===== src/rtl/spi_reg_pkg.sv =====
// spi_reg_bank shared types: FSM states, R/W encoding, frame length helper.
package spi_reg_pkg;

  typedef enum logic [1:0] {
    S_IDLE,
    S_CMD,
    S_DATA,
    S_DONE
  } state_e;

  localparam logic RW_WRITE = 1'b1;
  localparam logic RW_READ  = 1'b0;

  function automatic int frame_bits(input int aw, input int dw);
    return 1 + aw + dw;
  endfunction

endpackage


===== src/rtl/spi_sync_edge.sv =====
// Multi-flop synchroniser for one async input with registered
// edge detect; rise_o/fall_o are single-clk pulses.
module spi_sync_edge #(
  parameter int   STAGES  = 2,
  parameter logic RST_VAL = 1'b0
) (
  input  logic clk,
  input  logic rst_n,
  input  logic d_i,
  output logic rise_o,
  output logic fall_o
);

  logic [STAGES-1:0] sync_q;
  logic              prev_q;
  logic              lvl;

  assign lvl = sync_q[STAGES-1];

  always_ff @(posedge clk) begin
    if (!rst_n) begin
      sync_q <= {STAGES{RST_VAL}};
      prev_q <= RST_VAL;
    end else begin
      sync_q <= {sync_q[STAGES-2:0], d_i};
      prev_q <= lvl;
    end
  end

  assign rise_o = lvl & ~prev_q;
  assign fall_o = ~lvl & prev_q;

endmodule


===== src/rtl/spi_reg_bank.sv =====
// SPI mode-0 register bank, frame {R/W, addr, data} MSB first.
// Optional SPI_REG_ERR_CNT_EN: error counter readable at NUM_REGS.
module spi_reg_bank
  import spi_reg_pkg::*;
#(
  parameter int DATA_W      = 8,
  parameter int ADDR_W      = 7,
  parameter int NUM_REGS    = 5,
  parameter int SYNC_STAGES = 2
) (
  input  logic                       clk,
  input  logic                       rst_n,
  input  logic                       nCS,
  input  logic                       SCLK,
  input  logic                       COPI,
  output logic                       CIPO,
  output logic                       cipo_oe,
  output logic [NUM_REGS*DATA_W-1:0] regs_flat,
  output logic [NUM_REGS-1:0]        wr_strobe
);

  localparam int CMD_W      = 1 + ADDR_W;
  localparam int FRAME_BITS = frame_bits(ADDR_W, DATA_W);
  localparam int CW         = $clog2(FRAME_BITS + 1);

  logic ncs_rise, ncs_fall;
  logic sclk_rise, sclk_fall;
  logic [SYNC_STAGES-1:0] copi_q;
  logic copi_s;

  spi_sync_edge #(
    .STAGES (SYNC_STAGES),
    .RST_VAL(1'b1)
  ) u_ncs (
    .clk   (clk),
    .rst_n (rst_n),
    .d_i   (nCS),
    .rise_o(ncs_rise),
    .fall_o(ncs_fall)
  );

  spi_sync_edge #(
    .STAGES (SYNC_STAGES),
    .RST_VAL(1'b0)
  ) u_sclk (
    .clk   (clk),
    .rst_n (rst_n),
    .d_i   (SCLK),
    .rise_o(sclk_rise),
    .fall_o(sclk_fall)
  );

  always_ff @(posedge clk) begin
    if (!rst_n) copi_q <= '0;
    else        copi_q <= {copi_q[SYNC_STAGES-2:0], COPI};
  end

  assign copi_s = copi_q[SYNC_STAGES-1];

  state_e              state_q;
  logic [CW-1:0]       cnt_q;
  logic [CMD_W-1:0]    cmd_q;
  logic [CMD_W-1:0]    cmd_nx;
  logic [DATA_W-1:0]   data_q;
  logic [DATA_W-1:0]   out_q;
  logic [DATA_W-1:0]   rd_val;
  logic                cipo_q;
  logic                oe_q;
  logic [NUM_REGS-1:0] strobe_q;
  logic [NUM_REGS-1:0] wr_hit;
  logic [DATA_W-1:0]   regs_q [NUM_REGS];
  logic                commit;

  assign cmd_nx = CMD_W'({cmd_q, copi_s});
  assign commit = ncs_rise && state_q == S_DONE &&
                  cmd_q[ADDR_W] == RW_WRITE;

`ifdef SPI_REG_ERR_CNT_EN
  logic [7:0] err_q;

  always_ff @(posedge clk) begin
    if (!rst_n) begin
      err_q <= '0;
    end else if (ncs_rise) begin
      if (state_q == S_CMD || state_q == S_DATA) begin
        if (err_q != 8'hFF) err_q <= err_q + 8'd1;
      end else if (commit) begin
        if (cmd_q[ADDR_W-1:0] == ADDR_W'(NUM_REGS))
          err_q <= '0;
        else if (!(|wr_hit) && err_q != 8'hFF)
          err_q <= err_q + 8'd1;
      end
    end
  end
`endif

  always_comb begin
    rd_val = '0;
    for (int i = 0; i < NUM_REGS; i++)
      if (cmd_nx[ADDR_W-1:0] == ADDR_W'(i))
        rd_val = regs_q[i];
`ifdef SPI_REG_ERR_CNT_EN
    if (cmd_nx[ADDR_W-1:0] == ADDR_W'(NUM_REGS))
      rd_val = DATA_W'(err_q);
`endif
  end

  always_comb begin
    wr_hit = '0;
    for (int i = 0; i < NUM_REGS; i++)
      wr_hit[i] = (cmd_q[ADDR_W-1:0] == ADDR_W'(i));
  end

  // nCS rise has priority over any SCLK edge in the same cycle
  always_ff @(posedge clk) begin
    if (!rst_n) begin
      state_q  <= S_IDLE;
      cnt_q    <= '0;
      cmd_q    <= '0;
      data_q   <= '0;
      out_q    <= '0;
      cipo_q   <= 1'b0;
      oe_q     <= 1'b0;
      strobe_q <= '0;
      for (int i = 0; i < NUM_REGS; i++)
        regs_q[i] <= '0;
    end else begin
      strobe_q <= '0;
      if (ncs_rise) begin
        state_q <= S_IDLE;
        cnt_q   <= '0;
        oe_q    <= 1'b0;
        cipo_q  <= 1'b0;
        if (commit) begin
          strobe_q <= wr_hit;
          for (int i = 0; i < NUM_REGS; i++)
            if (wr_hit[i]) regs_q[i] <= data_q;
        end
      end else begin
        unique case (state_q)
          S_IDLE: begin
            if (ncs_fall) begin
              state_q <= S_CMD;
              cnt_q   <= '0;
            end
          end
          S_CMD: begin
            if (sclk_rise) begin
              cmd_q <= cmd_nx;
              cnt_q <= cnt_q + CW'(1);
              if (cnt_q == CW'(ADDR_W)) begin
                state_q <= S_DATA;
                if (cmd_nx[ADDR_W] == RW_READ) begin
                  out_q <= rd_val;
                  oe_q  <= 1'b1;
                end
              end
            end
          end
          S_DATA: begin
            if (sclk_rise) begin
              data_q <= DATA_W'({data_q, copi_s});
              cnt_q  <= cnt_q + CW'(1);
              if (cnt_q == CW'(FRAME_BITS - 1))
                state_q <= S_DONE;
            end else if (sclk_fall && oe_q) begin
              cipo_q <= out_q[DATA_W-1];
              out_q  <= out_q << 1;
            end
          end
          S_DONE: begin
          end
          default: state_q <= S_IDLE;
        endcase
      end
    end
  end

  for (genvar g = 0; g < NUM_REGS; g++) begin : g_flat
    assign regs_flat[g*DATA_W +: DATA_W] = regs_q[g];
  end

  assign CIPO      = cipo_q;
  assign cipo_oe   = oe_q;
  assign wr_strobe = strobe_q;

endmodule


===== config.mk =====
export PLATFORM = sky130hd
export DESIGN_NAME = spi_reg_bank
export DESIGN_NICKNAME = d
export VERILOG_FILES = /design/src/rtl/spi_reg_pkg.sv /design/src/rtl/spi_sync_edge.sv /design/src/rtl/spi_reg_bank.sv
export SDC_FILE = /design/constraint.sdc
export NUM_CORES = 1
export LEC_CHECK = 0
export CAP_MARGIN = 10
export CORE_MARGIN = 4
export CORE_UTILIZATION = 48
export DETAILED_ROUTE_END_ITERATION = 8
export PLACE_DENSITY = 0.75
export SETUP_SLACK_MARGIN = 0.5
export SLEW_MARGIN = 0
export SYNTH_ARGS = -nofsm -noshare
export SYNTH_HDL_FRONTEND = slang
export SYNTH_HIERARCHICAL = 1
export SYNTH_SLANG_ARGS = --single-unit

===== constraint.sdc =====
create_clock -name clk -period 2.1 [get_ports clk]
set_input_delay 0.21 -clock clk [delete_from_list [all_inputs] [get_ports clk]]
set_output_delay 0.21 -clock clk [all_outputs]
set_load 0.02 [all_outputs]

==> flow_metrics.tcl <==
set metrics [dict create \
    clk_pin_slew_ns 0.09 \
    ys.flop_type "dfxtp_1" \
    cp-end-kind "flop" \
    cts_sinks 86 \
    grt_pass1_vias 2552 \
    pre_cts_ws_ns 0.08563 \
    drc_errors 0 \
    fillers 529 \
    die_area_um2 8824 \
    clk_path_buf_depth 2 \
    crit_required_ns 2.13 \
    netlist_area_um2 3545 \
    drv_cap 0 \
    rr_worst_depth 4 \
    worstMarginPinSlew_ns 0.4363 \
    synthesis.area_per_instance_um2 12.75 \
    ys_seq_elements 86 \
    hold_violations 0 \
    setup_viol 0 \
    rows 31 \
    h-tree-depth 3 \
    grt_first_pass_wirelength_mm 13.28 \
    grt_max_degree 32 \
    regArea_um2 2137 \
    initial_core_util 0.4913 \
    finClkSkew_ns 0.01054 \
    holdWs_ns 0.4115 \
    grt_use_met1 0.2601 \
    power.density_nw_per_um2 739.1 \
    yosysSeqAreaShare 0.5987 \
    synth.distinct_cells 42 \
    period_needed_ns 1.884 \
    dpl.hpwl_mm 5.786 \
    crit_fanout 8 \
    r2r_slack_ns 0.22 \
    nets 379 \
    final_cells 471 \
    met2_usage 0.3223 \
    relSlewSlack 0.7072 \
    rsz0062_at_grt "true" \
    fp.dieW_um 93.94 \
    outcome "complete, no violations" \
    wire_per_inst_um 18.35 \
    cp_data_arrival_time_ns 1.91 \
    grt_overflow 0 \
    total_power_mw 3.642 \
    io_pins 52 \
    synth_warnings 6 \
    synthToLayoutAreaGrowth_pct 39.00 \
    wirelength_mm 8.641 \
    first_pass_iters 4 \
    r2r_end "regs_q[0][11]$_DFFE_PP_" \
    syn_nets 290 \
    busiest_layer "met2" \
    startpoint_type "flop" \
    tns_ns 0 \
    multi_input_area_um2 1604 \
    viasPerCell 5.522 \
    cts_tree "yes" \
    place_inst 433 \
    place_congestion 0.7726 \
    grtUsageMet3 0.05128 \
    drive_above_1_share 0.3199 \
    ir_drop_mv 0.5039 \
    fmax_mhz 530.9 \
    post-route-period-util 0.8970 \
    grt.total_usage 0.1981 \
    vias 2601 \
    syn_inst 278 \
    ys_async_sr_fraction 0 \
    port_buffers 51 \
    startpoint "cmd_q[3]$_SDFFE_PN0P_" \
    layout_setup_ws_ns 0.2164 \
    endpoint "regs_q[0][11]$_DFFE_PP_" \
    p_leak_nw 2.025 \
    cts_buffers 9 \
    critPathKind "flop to flop" \
    r2r-start "cmd_q[3]$_SDFFE_PN0P_" \
    clk_latency_ns 0.35 \
    drt_iter0_markers 127 \
    antenna_found_initial 0 \
    synth_edf_count 40 \
    core_um2 7214 \
    cts-root-buf "clkbuf_8" \
    min_path_type "primary input to flop" \
    final_antenna_net_count 0 \
    slew_violations 0 \
    diodes 0 \
    dieHeight_um 93.94 \
]
## critical path, stage by stage (launching register included)
cell     delay (ns)
dfxtp_2        0.33
or4_4          0.55
nor4_4         0.22
nand2_2        0.15
o21ai_4        0.31
## synth_stat cells, types with 3 or more instances
library cell	instances	area [um2]
a21boi_0	8	60.06
a21oi_1	8	40.04
a221o_1	7	70.07
a32o_1	6	60.06
and2_1	6	37.54
and3_1	10	62.56
buf_2	3	15.01
clkbuf_1	6	22.52
dfxtp_1	46	920.9
edfxtp_1	40	1201
ha_1	7	87.58
inv_1	8	30.03
mux2i_1	11	110.1
mux4_2	8	180.2
nand2_1	14	52.55
nand2b_1	13	81.33
nand3_1	10	50.05
nor2_1	9	33.78
nor2b_1	15	93.84
nor3_1	4	20.02
o21ai_0	7	35.03
or2_0	3	18.77
or2_1	4	25.02
## how the worst min path moves through the flow
stage          depth (start not counted)                        from                         end
2_1_floorplan                          1                       rst_n  u_ncs/sync_q[0]$_SDFF_PN1_
3_3_place_gp                           1  u_ncs/sync_q[0]$_SDFF_PN1_  u_ncs/sync_q[1]$_SDFF_PN1_
3_5_place_dp                           1  u_ncs/sync_q[0]$_SDFF_PN1_  u_ncs/sync_q[1]$_SDFF_PN1_
4_1_cts                                2                         nCS  u_ncs/sync_q[0]$_SDFF_PN1_
5_1_grt                                2                         nCS  u_ncs/sync_q[0]$_SDFF_PN1_
6_report                               2                         nCS  u_ncs/sync_q[0]$_SDFF_PN1_
## flip-flops by register name, summed over array words and instances (netlist names)
name / count
copi_q: 2
regs_q: 40
u_sclk/prev_q: 1
out_q: 8
data_q: 8
cipo_oe: 1
u_ncs/sync_q: 2
u_ncs/prev_q: 1
cmd_q: 8
cnt_q: 5
u_sclk/sync_q: 2
CIPO: 1
wr_strobe: 5
state_q: 2
## power breakdown
part	switching [mW]	internal (mW)
Clock	0.616	0.439
Sequential	0.0604	1.83
Combinational	0.377	0.323
Total	1.05	2.59
## cells in the final DEF (no fill, tap or decap), types with 4 or more instances in the layout
| master | count |
|---|---|
| or2_1 | 4 |
| ha_4 | 4 |
| a21oi_1 | 6 |
| dfxtp_1 | 36 |
| nor2b_1 | 12 |
| buf_6 | 4 |
| o21ai_0 | 4 |
| mux4_2 | 8 |
| inv_1 | 7 |
| nor2_1 | 6 |
| clkbuf_8 | 9 |
| clkdlybuf4s50_1 | 28 |
| dlymetal6s2s_1 | 20 |
| a32o_1 | 6 |
| mux2i_1 | 10 |
| a21boi_0 | 7 |
| nand2b_1 | 10 |
| nand2_1 | 8 |
| nand3_1 | 9 |
| buf_4 | 32 |
| and3_4 | 10 |
| a221o_1 | 7 |
| nand2_2 | 5 |
| edfxtp_1 | 40 |
| dfxtp_2 | 9 |
| and2_1 | 5 |
## cells by family (layout without fill, tap and decap cells)
family / after synthesis / in the layout / share of synthesized area
compound gates: 47 / 47 / 0.1003
xor+xnor: 2 / 2 / 0.004943
fa+ha+maj: 7 / 7 / 0.02471
buf+inv: 18 / 112 / 0.02224
flops: 86 / 86 / 0.5987
mux: 19 / 19 / 0.08189
simple gates: 99 / 99 / 0.1673
## layer usage
metal / vias up / share of wire
met5: - / 0
met1: 1287 / 0.42
met3: 12 / 0.051
met2: 83 / 0.51
li1: 1219 / -
met4: 0 / 0.015
## through the flow
step,cell area [um2],utilization
6_report,4927,0.6830
5_1_grt,4927,0.6830
4_1_cts,4756,0.6592
3_5_place_dp,4332,0.6004
3_3_place_gp,4332,0.6004
2_1_floorplan,3637,-
## timing repair
item / CTS / global route
hold buffers: 0 / 0
endpoints found under the hold margin: 0 / 0
gates resized for setup: 38 / 48
pin swaps: 14 / 11
buffers inserted: 19 / 3
setup endpoints to repair: 102 / 120
## layout make-up
class | count | share of cell area
inverter | 8 | 0.006094
clock inverter | 6 | 0.009650
multi-input combinational | 174 | 0.3255
timing repair buffer | 88 | 0.1739
sequential | 86 | 0.4337
tap | 99 | 0.02514
clock buffer | 10 | 0.02590
Note: power is estimated with default switching activity, not from simulation.
